`src/rtl/ps2_key_pkg.sv`:
```
// Scan-code constants and decoder states shared by the PS/2 arrow-key decoder.
package ps2_key_pkg;

  localparam logic [7:0] SC_EXT   = 8'hE0;
  localparam logic [7:0] SC_BRK   = 8'hF0;
  localparam logic [7:0] SC_LEFT  = 8'h6B;
  localparam logic [7:0] SC_RIGHT = 8'h74;

  typedef enum logic [1:0] {
    ST_IDLE,
    ST_EXT,
    ST_BRK,
    ST_EXT_BRK
  } dec_state_t;

endpackage

```
`src/rtl/ps2_frame_rx.sv`:
```
// PS/2 frame receiver: synchronizers, falling-edge detect, 11-bit shift, frame check, timeout.
// Parity is checked only when PARITY_CHECK_EN is defined; done/err are combinational strobes.
module ps2_frame_rx #(
  parameter int TIMEOUT_CYCLES = 50000
) (
  input  logic       clk,
  input  logic       reset,
  input  logic       ps2_clk,
  input  logic       ps2_data,
  output logic [7:0] data,
  output logic       done,
  output logic       err
);
  import ps2_key_pkg::*;

`ifdef PARITY_CHECK_EN
  localparam bit PARITY_CHECK = 1'b1;
`else
  localparam bit PARITY_CHECK = 1'b0;
`endif

  localparam int TW = $clog2(TIMEOUT_CYCLES + 1);

  logic [2:0]    clk_sync;
  logic [1:0]    data_sync;
  logic [9:0]    shreg;
  logic [3:0]    bit_cnt;
  logic [TW-1:0] timer;

  logic        fall;
  logic        last_bit;
  logic        timeout;
  logic        frame_ok;
  logic [10:0] frame_next;

  // clk_sync[2] is the previous synchronized value used for edge detection.
  always_comb begin
    fall       = clk_sync[2] & ~clk_sync[1];
    frame_next = {data_sync[1], shreg};
    last_bit   = fall && (bit_cnt == 4'd10);
    frame_ok   = ~frame_next[0] & frame_next[10] & (~PARITY_CHECK | (^frame_next[9:1]));
    timeout    = (bit_cnt != 4'd0) && !fall && (timer == TW'(TIMEOUT_CYCLES - 1));
    data       = frame_next[8:1];
    done       = last_bit & frame_ok;
    err        = (last_bit & ~frame_ok) | timeout;
  end

  always_ff @(posedge clk or posedge reset) begin
    if (reset) begin
      clk_sync  <= 3'b111;
      data_sync <= 2'b11;
      shreg     <= '0;
      bit_cnt   <= 4'd0;
      timer     <= '0;
    end else begin
      clk_sync  <= {clk_sync[1:0], ps2_clk};
      data_sync <= {data_sync[0], ps2_data};
      if (fall) begin
        shreg   <= frame_next[10:1];
        bit_cnt <= (bit_cnt == 4'd10) ? 4'd0 : bit_cnt + 4'd1;
        timer   <= '0;
      end else if (timeout) begin
        bit_cnt <= 4'd0;
        timer   <= '0;
      end else if (bit_cnt != 4'd0) begin
        timer   <= timer + TW'(1);
      end else begin
        timer   <= '0;
      end
    end
  end

endmodule

```
`src/rtl/ps2_dir_keys.sv`:
```
// Left/right arrow-key state from a PS/2 keyboard; decodes E0/F0 prefixed scan codes.
// Build option: PARITY_CHECK_EN enables odd-parity rejection in the frame receiver.
module ps2_dir_keys #(
  parameter int TIMEOUT_CYCLES = 50000
) (
  input  logic       clk,
  input  logic       reset,
  input  logic       ps2_clk,
  input  logic       ps2_data,
  output logic       left,
  output logic       right,
  output logic [7:0] key_code,
  output logic       key_valid,
  output logic       frame_err
);
  import ps2_key_pkg::*;

  logic [7:0] rx_data;
  logic       rx_done;
  logic       rx_err;

  dec_state_t state, state_n;
  logic       left_n, right_n, valid_n, err_n;
  logic [7:0] code_n;

  ps2_frame_rx #(.TIMEOUT_CYCLES(TIMEOUT_CYCLES)) u_rx (
    .clk      (clk),
    .reset    (reset),
    .ps2_clk  (ps2_clk),
    .ps2_data (ps2_data),
    .data     (rx_data),
    .done     (rx_done),
    .err      (rx_err)
  );

  // Receiver strobes are combinational, so key_valid and left/right land together.
  always_comb begin
    state_n = state;
    left_n  = left;
    right_n = right;
    code_n  = key_code;
    valid_n = 1'b0;
    err_n   = 1'b0;
    if (rx_err) begin
      err_n   = 1'b1;
      state_n = ST_IDLE;
    end else if (rx_done) begin
      valid_n = 1'b1;
      code_n  = rx_data;
      unique case (state)
        ST_IDLE: begin
          if (rx_data == SC_EXT)      state_n = ST_EXT;
          else if (rx_data == SC_BRK) state_n = ST_BRK;
        end
        ST_EXT: begin
          state_n = ST_IDLE;
          if (rx_data == SC_BRK)        state_n = ST_EXT_BRK;
          else if (rx_data == SC_LEFT)  left_n  = 1'b1;
          else if (rx_data == SC_RIGHT) right_n = 1'b1;
        end
        ST_EXT_BRK: begin
          state_n = ST_IDLE;
          if (rx_data == SC_LEFT)       left_n  = 1'b0;
          else if (rx_data == SC_RIGHT) right_n = 1'b0;
        end
        ST_BRK: state_n = ST_IDLE;
        default: state_n = ST_IDLE;
      endcase
    end
  end

  always_ff @(posedge clk or posedge reset) begin
    if (reset) begin
      state     <= ST_IDLE;
      left      <= 1'b0;
      right     <= 1'b0;
      key_code  <= 8'h00;
      key_valid <= 1'b0;
      frame_err <= 1'b0;
    end else begin
      state     <= state_n;
      left      <= left_n;
      right     <= right_n;
      key_code  <= code_n;
      key_valid <= valid_n;
      frame_err <= err_n;
    end
  end

endmodule

```
`config.mk`:
```
export PLATFORM = sky130hd
export DESIGN_NAME = ps2_dir_keys
export DESIGN_NICKNAME = d
export VERILOG_FILES = /design/src/rtl/ps2_key_pkg.sv /design/src/rtl/ps2_frame_rx.sv /design/src/rtl/ps2_dir_keys.sv
export SDC_FILE = /design/constraint.sdc
export NUM_CORES = 1
export LEC_CHECK = 0
export ABC_CLOCK_PERIOD_IN_PS = 2800
export CAP_MARGIN = 30
export CORE_UTILIZATION = 30
export CTS_BUF_LIST = sky130_fd_sc_hd__clkbuf_4 sky130_fd_sc_hd__clkbuf_8 sky130_fd_sc_hd__clkbuf_16
export DETAILED_ROUTE_END_ITERATION = 10
export SLEW_MARGIN = 20
export SYNTH_ARGS = -nofsm -noshare
export SYNTH_HDL_FRONTEND = slang
export SYNTH_HIERARCHICAL = 1
export SYNTH_SLANG_ARGS = --single-unit
export TNS_END_PERCENT = 30
```
`constraint.sdc`:
```
create_clock -name clk -period 2.8 [get_ports clk]
set_input_delay 0.42 -clock clk [delete_from_list [all_inputs] [get_ports clk]]
set_output_delay 0.42 -clock clk [all_outputs]
set_load 0.02 [all_outputs]
```
### Word-level counts from Yosys, hierarchy flattened

Index checks and enable logic that the tools add are counted.

| word-level totals | value |
|---|---|
| flip-flop bits (word level) | 49 |
| latch bits | 0 |
| memory bits (writable) | 0 |
| ROM bits | 0 |
| bits of input ports | 4 |
| memories kept | 0 |

| operators by class | value |
|---|---|
| add/sub/neg operators | 2 |
| $mul | 0 |
| divide/modulo/power cells | 0 |
| $lt $le $gt $ge | 0 |
| eq/ne operators | 17 |
| shifts and indexed selects | 0 |
| multiplexer cells | 25 |
| bitwise logic cells | 9 |
| reductions and logical operators | 14 |

Operators by type and width:

| operator | count |
|---|---|
| 16-bit two-way mux | 3 |
| 16-bit by 1-bit adder with 16-bit output, second input constant | 1 |
| 16-bit == test, second input constant | 1 |
| 8-bit by 7-bit == test with 1-bit output, second input constant | 2 |
| 8-bit == test, second input constant | 2 |
| 2-bit != test, second input constant | 7 |
| 4-bit two-way mux | 3 |
| 1-bit two-way mux | 11 |
| 2-bit two-way mux | 5 |
| 8-bit AND reduction | 1 |
| 2-bit case mux with 3 select lines | 1 |
| 6-bit AND reduction | 1 |
| 2-bit nonzero test | 3 |
| 4-bit by 1-bit adder with 4-bit output, second input constant | 1 |
| 1-bit bitwise AND | 4 |
| 2-bit == test, second input constant | 2 |
| 4-bit == test, second input constant | 1 |
| 4-bit != test, second input constant | 1 |
| 1-bit NOT | 4 |
| 1-bit case mux with 2 select lines | 2 |
| 2-bit AND reduction | 2 |
| 4-bit nonzero test | 1 |
| 1-bit logical AND | 3 |
| 2-bit by 1-bit == test with 1-bit output, second input constant | 1 |
| 4 further kinds | 4 |

### Depth between registers and ports, before layout

| depth | value |
|---|---|
| depth after elaboration | 8 |
| depth in mapped cells | 10 |
| depth with buffers taken out | 9 |

### Cells and area by module

The synthesis kept the hierarchy.

By module, submodules not included:

| module | times used | cells each | area an instance (sq um) | seq. area each (sq um) |
|---|---|---|---|---|
| ps2_frame_rx | 1 | 170 | 1709.1 | 882.1 |
| ps2_dir_keys | 1 | 44 | 644.4 | 350.3 |

### Least setup slack after synthesis

Ideal clock, no wire load.

| path | value |
|---|---|
| kind | flip-flop to flip-flop |
| start point | register u_rx.timer[12] |
| end point | register right |
| setup time | 0.125 ns |
| data arrival time | 2.097 ns |
| data required time | 2.675 ns |
| path slack | 0.578 ns |
| stages on the path, launching flop included | 9 |
| buffers on the path | 1 |
| path through | dfrtp_1 -> or4_4 -> nor4_4 -> nand2_1 -> o21ai_0 -> nor2b_4 -> buf_6 -> nand4_2 -> mux2_4 |

| between the ends | value |
|---|---|
| cells in the longest elaborated chain, start to end | 5 |

Ends and longest elaborated chain:

| element | line | text |
|---|---|---|
| from (decl) | ps2_frame_rx.sv:28 | `logic [TW-1:0] timer;` |
| from (signal assigned) | ps2_frame_rx.sv:66 | `timer <= timer + TW'(1);` |
| 16-bit == test | ps2_frame_rx.sv:42 | `timeout = (bit_cnt != 4'd0) && !fall && (timer == TW'(TIMEOUT_CYCLES - 1));` |
| 1-bit logical AND | ps2_frame_rx.sv:42 |  |
| 1-bit bitwise OR | ps2_frame_rx.sv:45 | `err = (last_bit & ~frame_ok) \| timeout;` |
| 1-bit NOT (no source line) | n/a |  |
| 8-bit AND reduction (no source line) | n/a |  |
| to (signal assigned) | ps2_dir_keys.sv:83 | `right <= right_n;` |
| to (decl) | ps2_dir_keys.sv:11 | `output logic right,` |

Every way passes these cells.
A chain may end at the register's enable or synchronous reset.

### Worst setup path in the final report

| path | value |
|---|---|
| start point | register u_rx.timer[12] |
| end point | register left |

| between the ends | value |
|---|---|
| cells in the longest elaborated chain, start to end | 5 |

Ends and longest elaborated chain:

| element | line | text |
|---|---|---|
| 16-bit == test | ps2_frame_rx.sv:42 |  |
| 1-bit logical AND | ps2_frame_rx.sv:42 |  |
| 1-bit bitwise OR | ps2_frame_rx.sv:45 |  |
| 1-bit NOT (no source line) | n/a |  |
| 6-bit AND reduction (no source line) | n/a |  |
| to (signal assigned) | ps2_dir_keys.sv:82 | `left <= left_n;` |
| to (decl) | ps2_dir_keys.sv:10 | `output logic left,` |

Every way passes these cells.

==> metrics.txt <==
DRC Markers 0; Critical Path RT 2.99 ns; area leader, netlist dfrtp_1; post-route clock period utilization between 80% and 90%; grt ovf 0; Initial Utilization 31.8%; Placeable Area 7410 µm²; Peak VDD IR 320 µV; chip height 90.6 µm; Crit. End Element register; yosys warns 6; vias 1487; CP Max Fanout 11; antenna violations before repair 0; post-synthesis mux area share 4.94%; RSZ-0062 raised after global routing false; Worst slew margin 60.0%; ys flop type dfrtp_1; Netlist Area Pre-Place 2350 µm²; clock period minus worst slack ~2.4 ns; Finished Core Util ~36%; power share of the sequential group 52.9%; vias in the first global route 1412; htree depth 2; Net Sw Power 0.000482 W; syn nets 222; Post-DP HPWL 2780 µm; share of cells above drive strength 1 ~19%; post-synth cell types 50; total negative slack 0 ns; worst hold path class register to register; Synth Area in Simple Gates 26.4%; Setup violations, final 0; drt total wl 3910 µm; Hold Fails Final Rpt 0; post-CTS resize count 0; Port Buf Inserts 15; first-pass GRT wire length approximately 6900 µm; Ports 16; Final Skew about 0.0091 ns; Comb power frac 16.2%; GRT Overall Usage 10.6%; Clk pwr share 30.8%; Post-CTS Hold Buffers 0; # clock sinks 49; wire per inst 12.0 µm; CTS tree done; Leakage 1.17 nW; Area Overhead vs Synth 13.0%; main combinational cell family by area after synthesis simple AND/OR/NAND/NOR gates; Crit Reg-Reg Startpoint u_rx/timer[12]$_DFF_PP0_; max_cap viols 0; switch share around 28%; Antenna diodes 0; clk buf depth 2; cell-internal power 0.00122 W; Layout Nets 233; crit path from u_rx/timer[12]$_DFF_PP0_; number of synthesized flops with an enable pin 0; clk slew on worst S/H paths 0.09 ns; startpoint types register; r2r worst-path depth 7; fin. max-slew vios 0; post-synthesis compound-gate area fraction 3.40%; Cells after Synth approximately 210; largest net degree at the start of global routing 36; CP Data Arrival Time around 2.6 ns; GP Congestion 0.810; status complete, no violations; first-iteration detailed-routing DRC count 85; DR pass1 iterations 4; Yosys reg bits 49; hold path cells 0; Via density about 4.6; Inserted Clock Buffers 5; kind of critical path register to register; Worst-Skew Late Latency 0.30 ns; setup bufs post-CTS 0; Detail Route Antenna Nets 0; Synth async-reset ratio between 90% and 100%; Adder-Cell Fraction of Synth Area 2.13%; sequential share of the synthesized area approximately 52%; Hold Startpoint u_rx/clk_sync[0]$_DFF_PP1_; Worst Tran Pin Value 0.593 ns; top cells by area, synth dfrtp_1 47%, nand2_1 6.2%, dfstp_2 5.6%; Clock Tree Root clkbuf_8; fmax 416 MHz; Rows 31; pwr dens 639 nW/µm²; syn_area_per_cell roughly 11 µm²; xor-xnor portion of the synthesized cell area 5.21%; die area 8200 µm²; top cell type's share of synthesized area a little under half; Die X 90.6 µm
-- cell usage in the layout, fill, tap and decap left out, drive strengths merged, types with 2 or more instances in the layout --
master         count
dfrtp             44
nand2             39
nor2              20
clkdlybuf4s50     15
mux2              10
xnor2              9
nand4              8
nand3              7
inv                7
clkbuf             7
xor2               5
dfstp              5
nor3b              4
a21oi              4
ha                 4
nand2b             4
nor4               4
nor2b              3
o21ai              2
and3               2
buf                2
and4bb             2
nor4b              2
or4                2
-- cells by family after synthesis --
group,after synthesis
and+or+nand+nor,105
DFF,49
buffers and inverters,20
xor gates and xnor gates,14
AOI/OAI and AO/OA,12
muxes,10
adders and majority gates,4
-- final timing paths --
kind | endpoint | slack, ns
worst min register to register | u_rx/clk_sync[1]$_DFF_PP1_ | 0.36
worst min-delay path | u_rx/clk_sync[1]$_DFF_PP1_ | 0.36
worst max-delay path | left$_DFFE_PP0P_ | 0.40
worst max register to register | left$_DFFE_PP0P_ | 0.40
max in group asynchronous | u_rx/data_sync[1]$_DFF_PP1_ | 1.91
min in group asynchronous | key_code[2]$_DFFE_PP0P_ | 0.47
-- cell type report --
| type | count | area (µm²) |
|---|---|---|
| inverter | 7 | 26.3 |
| timing repair buffer | 17 | 165 |
| fill | 739 | 4750 |
| multi-input combinational | 145 | 991 |
| clock buffer | 7 | 90.1 |
| sequential | 49 | 1230 |
| clock inverter | 1 | 30.0 |
| tap | 99 | 124 |
-- synth_stat cells (2+ instances only) --
master,count
a21oi_1,4
and3_1,2
buf_4,8
clkbuf_1,2
dfrtp_1,44
dfstp_2,5
ha_1,4
inv_1,7
mux2_2,8
nand2_1,39
nand2b_1,3
nand3_1,7
nand4_1,7
nor2_1,10
nor2_2,10
nor2b_1,2
nor3b_1,4
nor4_1,3
o21ai_0,2
xnor2_1,9
xor2_1,5
-- registers in the layout (all words and copies together) (netlist names) --
register	count
right	1
u_rx/data_sync	2
u_rx/shreg	10
u_rx/timer	16
u_rx/clk_sync	3
key_code	8
left	1
key_valid	1
state	2
frame_err	1
u_rx/bit_cnt	4
-- per-layer routing --
layer / share of wire, % / wire length (µm) / GRT usage (%) / vias up
li1: - / - / - / 742
met1: 49 / 1910 / 14.3 / 711
met2: 45 / 1770 / 15.6 / 25
met3: 3.3 / 131 / 2.95 / 9
met4: 2.5 / 96 / 5.11 / 0
met5: 0 / 0 / 0 / -
-- through the flow --
stage	cells	area, µm²	power (W)	worst slack (ns)	hold WS (ns)
final	325	2660	0.00170	0.397	0.360
after global routing	325	2660	0.00181	0.219	0.365
after CTS	325	2660	0.00173	0.355	0.361
after floorplan	214	2350	0.00117	0.578	0.309
after detailed placement	317	2540	0.00119	0.350	0.348
after global placement	317	2540	0.00119	0.435	0.346
-- power by group through the flow --
| stage | Clock (W) | Sequential (W) | Combinational, W |
|---|---|---|---|
| after floorplan | 0 | 0.000876 | 0.000291 |
| after global placement | 0 | 0.000910 | 0.000278 |
| after detailed placement | 0 | 0.000912 | 0.000280 |
| after CTS | 0.000547 | 0.000899 | 0.000280 |
| after global routing | 0.000571 | 0.000917 | 0.000317 |
| final | 0.000524 | 0.000899 | 0.000275 |
-- worst max-delay path, stage by stage, from the launching register on --
cell and delay, ns:
dfrtp_1 0.42, or4_4 0.56, nor4_4 0.27, nand2_1 0.14
o21ai_0 0.26, nor2b_4 0.17, nand4_1 0.15, mux2_1 0.32
Note: power is estimated with default switching activity, not from simulation.
